--- src/rtl/hazard_pkg.sv ---
// Shared op-class encoding and latency helpers for the ID-stage hazard scoreboard.
package hazard_pkg;

  typedef enum logic [1:0] {
    OP_NONE = 2'd0,
    OP_ALU  = 2'd1,
    OP_LOAD = 2'd2,
    OP_MUL  = 2'd3
  } op_class_e;

  function automatic int class_lat(op_class_e c, int alu_lat, int load_lat, int mul_lat);
    case (c)
      OP_ALU:  return alu_lat;
      OP_LOAD: return load_lat;
      OP_MUL:  return mul_lat;
      default: return 0;
    endcase
  endfunction

  // Wide enough to hold the longest latency; never narrower than one bit.
  function automatic int cnt_width(int alu_lat, int load_lat, int mul_lat);
    int m;
    m = alu_lat;
    if (load_lat > m) m = load_lat;
    if (mul_lat > m) m = mul_lat;
    return (m < 1) ? 1 : $clog2(m + 1);
  endfunction

endpackage

--- src/rtl/hazard_ready_counter.sv ---
// Per-register readiness counter: loads the producer latency, then counts down to zero.
module hazard_ready_counter #(
  parameter int W = 2
) (
  input  logic         clk,
  input  logic         rst_n,
  input  logic         load,
  input  logic [W-1:0] load_val,
  input  logic         count,
  output logic         is_zero,
  output logic         gt_one
);

  logic [W-1:0] cnt;

  always_ff @(posedge clk or negedge rst_n) begin
    if (!rst_n)                    cnt <= '0;
    else if (load)                 cnt <= load_val;
    else if (count && cnt != '0)   cnt <= cnt - W'(1);
  end

  assign is_zero = (cnt == '0);
  assign gt_one  = |(cnt >> 1);

endmodule

--- src/rtl/hazard_scoreboard.sv ---
// ID-stage stall unit: per-register readiness scoreboard driving PC/IF-ID enables and the ID/EX bubble.
module hazard_scoreboard
  import hazard_pkg::*;
#(
  parameter int NUM_REGS   = 32,
  parameter int REG_ADDR_W = 5,
  parameter int ALU_LAT    = 1,
  parameter int LOAD_LAT   = 2,
  parameter int MUL_LAT    = 4,
  parameter int PERF_W     = 32
) (
  input  logic                  clk,
  input  logic                  rst_n,
  input  logic                  id_valid,
  input  logic [REG_ADDR_W-1:0] id_rs,
  input  logic [REG_ADDR_W-1:0] id_rt,
  input  logic                  id_rs_used,
  input  logic                  id_rt_used,
  input  logic                  id_is_branch,
  input  logic                  id_wr_en,
  input  logic [REG_ADDR_W-1:0] id_dst,
  input  logic [1:0]            id_op_class,
  input  logic                  flush,
  output logic                  pc_write,
  output logic                  if_id_write,
  output logic                  nop,
  output logic [PERF_W-1:0]     stall_cnt
);

  localparam int CW = cnt_width(ALU_LAT, LOAD_LAT, MUL_LAT);

  op_class_e           cls;
  logic [CW-1:0]       lat_val;
  logic [NUM_REGS-1:0] zero, gt1;
  logic                need_rs, need_rt, hazard, issue;

  assign cls     = op_class_e'(id_op_class);
  assign lat_val = CW'(class_lat(cls, ALU_LAT, LOAD_LAT, MUL_LAT));

  // r0 is never written, so it always reads as ready.
  assign zero[0] = 1'b1;
  assign gt1[0]  = 1'b0;

  for (genvar r = 1; r < NUM_REGS; r++) begin : g_reg
    hazard_ready_counter #(.W(CW)) u_cnt (
      .clk      (clk),
      .rst_n    (rst_n),
      .load     (issue && id_dst == REG_ADDR_W'(r)),
      .load_val (lat_val),
      .count    (1'b1),
      .is_zero  (zero[r]),
      .gt_one   (gt1[r])
    );
  end

  // Branches read operands in ID, so they wait one cycle longer than EX consumers.
  assign need_rs = id_rs_used && id_rs != '0 && (id_is_branch ? !zero[id_rs] : gt1[id_rs]);
  assign need_rt = id_rt_used && id_rt != '0 && (id_is_branch ? !zero[id_rt] : gt1[id_rt]);
  assign hazard  = id_valid && !flush && (need_rs || need_rt);
  assign issue   = id_valid && !hazard && !flush && id_wr_en && id_dst != '0 && cls != OP_NONE;

  always_comb begin
    pc_write    = 1'b1;
    if_id_write = 1'b1;
    nop         = 1'b0;
    if (flush) begin
      nop = 1'b1;
    end else if (hazard) begin
      pc_write    = 1'b0;
      if_id_write = 1'b0;
      nop         = 1'b1;
    end
  end

  always_ff @(posedge clk or negedge rst_n) begin
    if (!rst_n)                          stall_cnt <= '0;
    else if (hazard && stall_cnt != '1)  stall_cnt <= stall_cnt + PERF_W'(1);
  end

endmodule
--- config.mk ---
export PLATFORM = sky130hd
export DESIGN_NAME = hazard_scoreboard
export DESIGN_NICKNAME = d
export VERILOG_FILES = /design/src/rtl/hazard_pkg.sv /design/src/rtl/hazard_ready_counter.sv /design/src/rtl/hazard_scoreboard.sv
export SDC_FILE = /design/constraint.sdc
export NUM_CORES = 1
export LEC_CHECK = 0
export CORE_UTILIZATION = 55
export DETAILED_ROUTE_END_ITERATION = 10
export PLACE_DENSITY = 0.89
export SETUP_SLACK_MARGIN = 0.2
export SYNTH_ARGS = -nofsm -noshare
export SYNTH_HDL_FRONTEND = slang
export SYNTH_HIERARCHICAL = 1
export SYNTH_SLANG_ARGS = --single-unit
--- constraint.sdc ---
create_clock -name clk -period 3.21 [get_ports clk]
set_input_delay 0.321 -clock clk [delete_from_list [all_inputs] [get_ports clk]]
set_output_delay 0.321 -clock clk [all_outputs]
set_load 0.03 [all_outputs]
==> results of run 1 <==
## through the flow
step                setup WS (ns)  hold WS, ns  TNS [ns]
detailed placement        -0.7008       0.4823    -59.23
CTS                       -0.3356      0.02906    -21.50
global placement          -0.6260       0.4709    -51.92
floorplan                 0.01119      0.02541         0
## repair_timing
action                                  CTS
gates cloned                              2
buffers inserted                         26
pin swaps                                70
endpoints found under the setup margin  126
gates resized for setup                  98
## per-layer routing
| metal | overflow | global-route usage [%] |
|---|---|---|
| met1 | 0 | 74.73 |
| met2 | 3 | 90.55 |
| met3 | 0 | 57.77 |
| met4 | 4 | 71.22 |
| met5 | 0 | 29.44 |
## cell usage after synthesis (all sizes together), types with 8 or more instances
cell / number / share of area (%)
dfrtp: 125 / 32
a221o: 93 / 9.6
nand2b: 37 / 2.4
inv: 101 / 3.9
clkbuf: 9 / 0.35
nor4: 15 / 0.97
and2b: 31 / 3.2
mux4: 22 / 5.1
nand2: 50 / 1.9
nor2: 13 / 0.50
mux2i: 15 / 1.5
nor3: 45 / 2.3
nand3: 24 / 1.2
nor4b: 98 / 9.0
nor2b: 69 / 4.4
buf: 49 / 4.8
ha: 63 / 8.1
nand4: 8 / 0.51
xor2: 30 / 2.7
## cell families after synthesis
kind of cell / synth area share, %
multiplexers: 7.453
flip-flops: 32.18
buffers and inverters: 9.023
AO/OA/AOI/OAI: 12.10
adder cells (fa/ha/maj): 8.109
AND/OR/NAND/NOR: 28.30
other: 0.03858
XOR/XNOR: 2.793
==> results.md, run 1 <==
* Seq/Total Area, Yosys at about a third
* Post-CTS Hold Buffers at 0
* I/O pin cnt at 60
* Synth warnings at 6
* Clock buffer count from CTS at 17
* WEP type: sequential cell input
* Syn Inst Count at 960
* Stopped at: global routing (5_1_grt)
* Post-synth EDFFs at 0
* Htree depth at 4
* Height of the die at 134.9 um
* CTS max path bufs at 2
* Rows at 48
* Worst endpoint after global-route timing repair: g_reg[18].u_cnt/cnt[2]$_DFFE_PN0P_/D
* Placed cell count at 1,514
* Die Wd at 134.9 um
* Post-synth cell types at 51
* Synth Flop Type: dfrtp_1
* FF+latch count, synth at about 130
* Post-Place Cell Area at roughly 13,000 um^2
* Largest net degree at the start of global routing at approximately 130
* Input/output buffers at between 50 and 60
* Synthesized area at 9721 um^2
* Asr flop ratio synth at 100.0%
* First Err: [ERROR GRT-0232] Routing congestion too high. Check the congestion heatmap in the GUI.
* RePlAce Congestion at between 0.8 and 0.9
* Outcome: aborted with a tool error
* Initial Utilization at 56.20%
* Grt ovf at 7
* GRT Overall Usage at 73.76%
* CTS root buf: clkbuf_16
* Final HPWL DP at 20.44 mm
* Avg Cell Area, Syn at 10.13 um^2
* Clk sinks at about 130
==> inputs of run 2 (changes only) <==
CORE_UTILIZATION = 40   (was 55)
PLACE_DENSITY = default   (was 0.89)
PLACE_DENSITY_LB_ADDON = 0.15   (was default)
SETUP_SLACK_MARGIN = default   (was 0.2)
clock period = 4.17 ns   (was 3.21 ns; I/O delays follow)
==> results.md, run 2 <==
* Final setup vio count at 0
* RePlAce Congestion at 0.8590
* Initial antenna violation count at 0
* Static Leakage at 5.406 nW
* Max FO, Critical Path at 6
* WP data arrival at 3.55 ns
* Fraction of layout cells with a size suffix above 1 at 13.53%
* Hold slack at 0.1179 ns
* Synth warnings at 6
* CP endpoint kind: output port
* Largest regs: g.u_cnt/cnt: 93 flops, stall_cnt: 32 flops
* Core area at between 20,000 and 25,000 um^2
* Synth Flop Type: dfrtp_1
* Worst path slowest cell: mux4_2
* Outcome: complete, no violations
* Post-synth top area share at between 30% and 40%
* Synthesized area at around 10000 um^2
* CTS max path bufs at 2
* Peak supply drop at ~0.30 mV
* Post-Place Cell Area at 11,120 um^2
* Vias in the first global route at 7,558
* Worst setup SP type: flop
* Least-Margin Pin Slew at 1.117 ns
* Wire length per cell at 16.80 um
* DR DRC count at 0
* Tmin final at approximately 4.0 ns
* Comb pwr share at 50.4%
* Final HPWL DP at 17.63 mm
* Layout area overhead at 20.52%
* Final Hold Fails at 0
* CTS tree: yes
* Fmax at approximately 0.25 GHz
* Grt ovf at 0
* Seq/Total Area, Yosys at 32.18%
* R2R depth at 15
* Hold/Removal Path Class: primary input to asynchronous set/reset pin
* Rows at 56
* Internal power at 4.373 mW
* Asr flop ratio synth at 100.0%
* Reg2reg end: g_reg[17].u_cnt/cnt[0]
* Slew headroom at 25.39%
* Clock buffer count from CTS at 17
* Critical path cell sequence: inv_1 > ha_1 > ha_1 > mux4_2 > mux2_2 > o311ai_0 > nor2_1 > a2bb2oi_4 > buf_4 > inv_1 > a21o_1 > dlygate4sd2_1
* Leading cell types in the layout, fill and taps excluded: dfrtp_1 (125), conb_1 (124), inv_1 (101)
* Required time at the worst-slack endpoint at 3.75 ns
* Final Cell Area at 11,720 um^2
* Clk sinks at between 100 and 150
* RSZ-0062 raised after global routing: no
* Post-synth cell types at ~50
* GRT Overall Usage at a little over a fifth
* Htree depth at 4
* Synth area leader: dfrtp_1
* CTS root buf: clkbuf_16
* Drt pass-1 iters at 5
* Worst path max stage delay at 0.49 ns
* Post-synth EDFFs at 0
* Sw Pwr at 2.727 mW
* Max-cap viol count at 0
* Remaining antenna violation count after routing at 0
* Height of the die at around 160 um
* Initial Utilization at 41.05%
* N_diodes at 0
* Final Cycle Share at 95.08%
* Nets at 1,243
* Top cells by area, synth: dfrtp_1 (32%), a221o_1 (9.6%), nor4b_1 (8.6%)
* Routed wire length at 24.98 mm
* Final std cells w/o fill at 1,487
* Drt first-iter violations at 545
* Syn Inst Count at 960
* Reg2reg start: g_reg[30].u_cnt/cnt[0]
* Slew Limit Fails at 0
* Max reg flops at 93
* Input/output buffers at 59
* Global-route wire length before repair at 40.65 mm
* Commonest cells in the netlist: dfrtp_1 (125), inv_1 (101), nor4b_1 (95)
* Setup_tns at 0 ns
* Largest net degree at the start of global routing at 105
* Clock power frac at 21.4%
* Placed cell count at approximately 1,500
* Switch share at 38.41%
* Clock skew at 0.02111 ns
* Worst-path clk slew at around 0.070 ns
* I/O pin cnt at 60
* Die Wd at 157.9 um
* Top-count cell post-synth: dfrtp_1
* Register share of total power at roughly 28%
* Avg Cell Area, Syn at just over 10 um^2
* Critical path class: flop to output port
* Pwr dens at around 600 nW/um^2
* Setup slack, reg-to-reg at about 0.4 ns
* Die Area at 24,930 um^2
* DR vias at 7,839
* FF+latch count, synth at about 130
* Worst-skew pair later-pin latency at 0.44 ns
* Largest reg by FF count: g.u_cnt/cnt
* Most common cell after layout, fill and taps aside: dfrtp_1
* Drt via density at 5.272
## run 2: per-stage QoR
stage	worst slack [ns]	power, mW	utilization (%)
2_1_floorplan	0.8173	4.723	-
3_3_place_gp	0.1056	5.543	46.96
3_5_place_dp	0.01978	5.593	46.96
4_1_cts	0.2192	7.154	49.47
5_1_grt	0.05300	7.705	49.47
6_report	0.2051	7.100	49.47
## run 2: power by group through the flow
stage                     clock network (mW)  registers [mW]  logic, mW
after floorplan                            0            1.98       2.74
after global placement                     0            2.02       3.53
after detailed placement                   0            2.00       3.59
after CTS                               1.55            2.00       3.60
after global routing                    1.60            2.07       4.04
final                                   1.52            2.00       3.58
## run 2: logic make-up (layout without fill, tap and decap cells)
family / count (synthesis) / count (layout) / synth area share, %
AOI/OAI and AO/OA: 121 / 121 / 12.10
xor gates and xnor gates: 31 / 31 / 2.793
adders and majority gates: 63 / 63 / 8.109
buffers and inverters: 159 / 244 / 9.023
DFF: 125 / 125 / 32.18
muxes: 44 / 44 / 7.453
other: 1 / 124 / 0.03858
and+or+nand+nor: 416 / 416 / 28.30
## run 2: repair_timing
| item | CTS | global route |
|---|---|---|
| resized for setup | 1 | 0 |
| buffers inserted | 0 | 0 |
| endpoints found under the setup margin | 1 | 0 |
| hold buffers | 0 | 0 |
## run 2: layout make-up
cell class	instances	area [um^2]
multi-input cells	799	6187
fillers	2270	11970
flip-flops and latches	125	3128
clock buffers	17	425.4
inverters	101	379.1
repair buffers	111	1026
well taps	319	399.1
clock inverters	15	170.2
## run 2: worst max path at each step
| stage | slack [ns] | depth (start not counted) | to | from |
|---|---|---|---|---|
| after floorplan | 0.82 | 13 | g_reg[10].u_cnt/cnt[0] | id_rs[1] |
| after global routing | 0.05 | 12 | nop | g_reg[23].u_cnt/cnt[0] |
| after CTS | 0.22 | 12 | nop | g_reg[23].u_cnt/cnt[0] |
| after global placement | 0.11 | 13 | g_reg[19].u_cnt/cnt[0] | id_rs[0] |
| after detailed placement | 0.02 | 13 | g_reg[19].u_cnt/cnt[0] | id_rs[0] |
| final | 0.21 | 12 | nop | g_reg[23].u_cnt/cnt[0] |
## run 2: worst max-delay path: cells and delay by family, from the launching register on
family,cells,cell delay [ns]
mux,2,0.77
compound gates,3,0.70
fa+ha+maj,2,0.46
buf+inv,4,0.65
simple gates,1,0.13
flops,1,0.38
## run 2: layer usage
metal | vias to the layer above | track usage, % | part of all wire [%]
met3 | 28 | 3.504 | 4.8
met1 | 3790 | 29.93 | 49
met4 | 0 | 6.657 | 1.6
li1 | 3859 | - | -
met5 | - | 0 | 0
met2 | 162 | 33.02 | 45
Power figures use the tool's default switching activity.
==> inputs of run 3 (changes only) <==
GPL_TIMING_DRIVEN = 1   (was default)
==> results of run 3 <==
No change in the layout: final DEF, timing and power equal those of run 2.
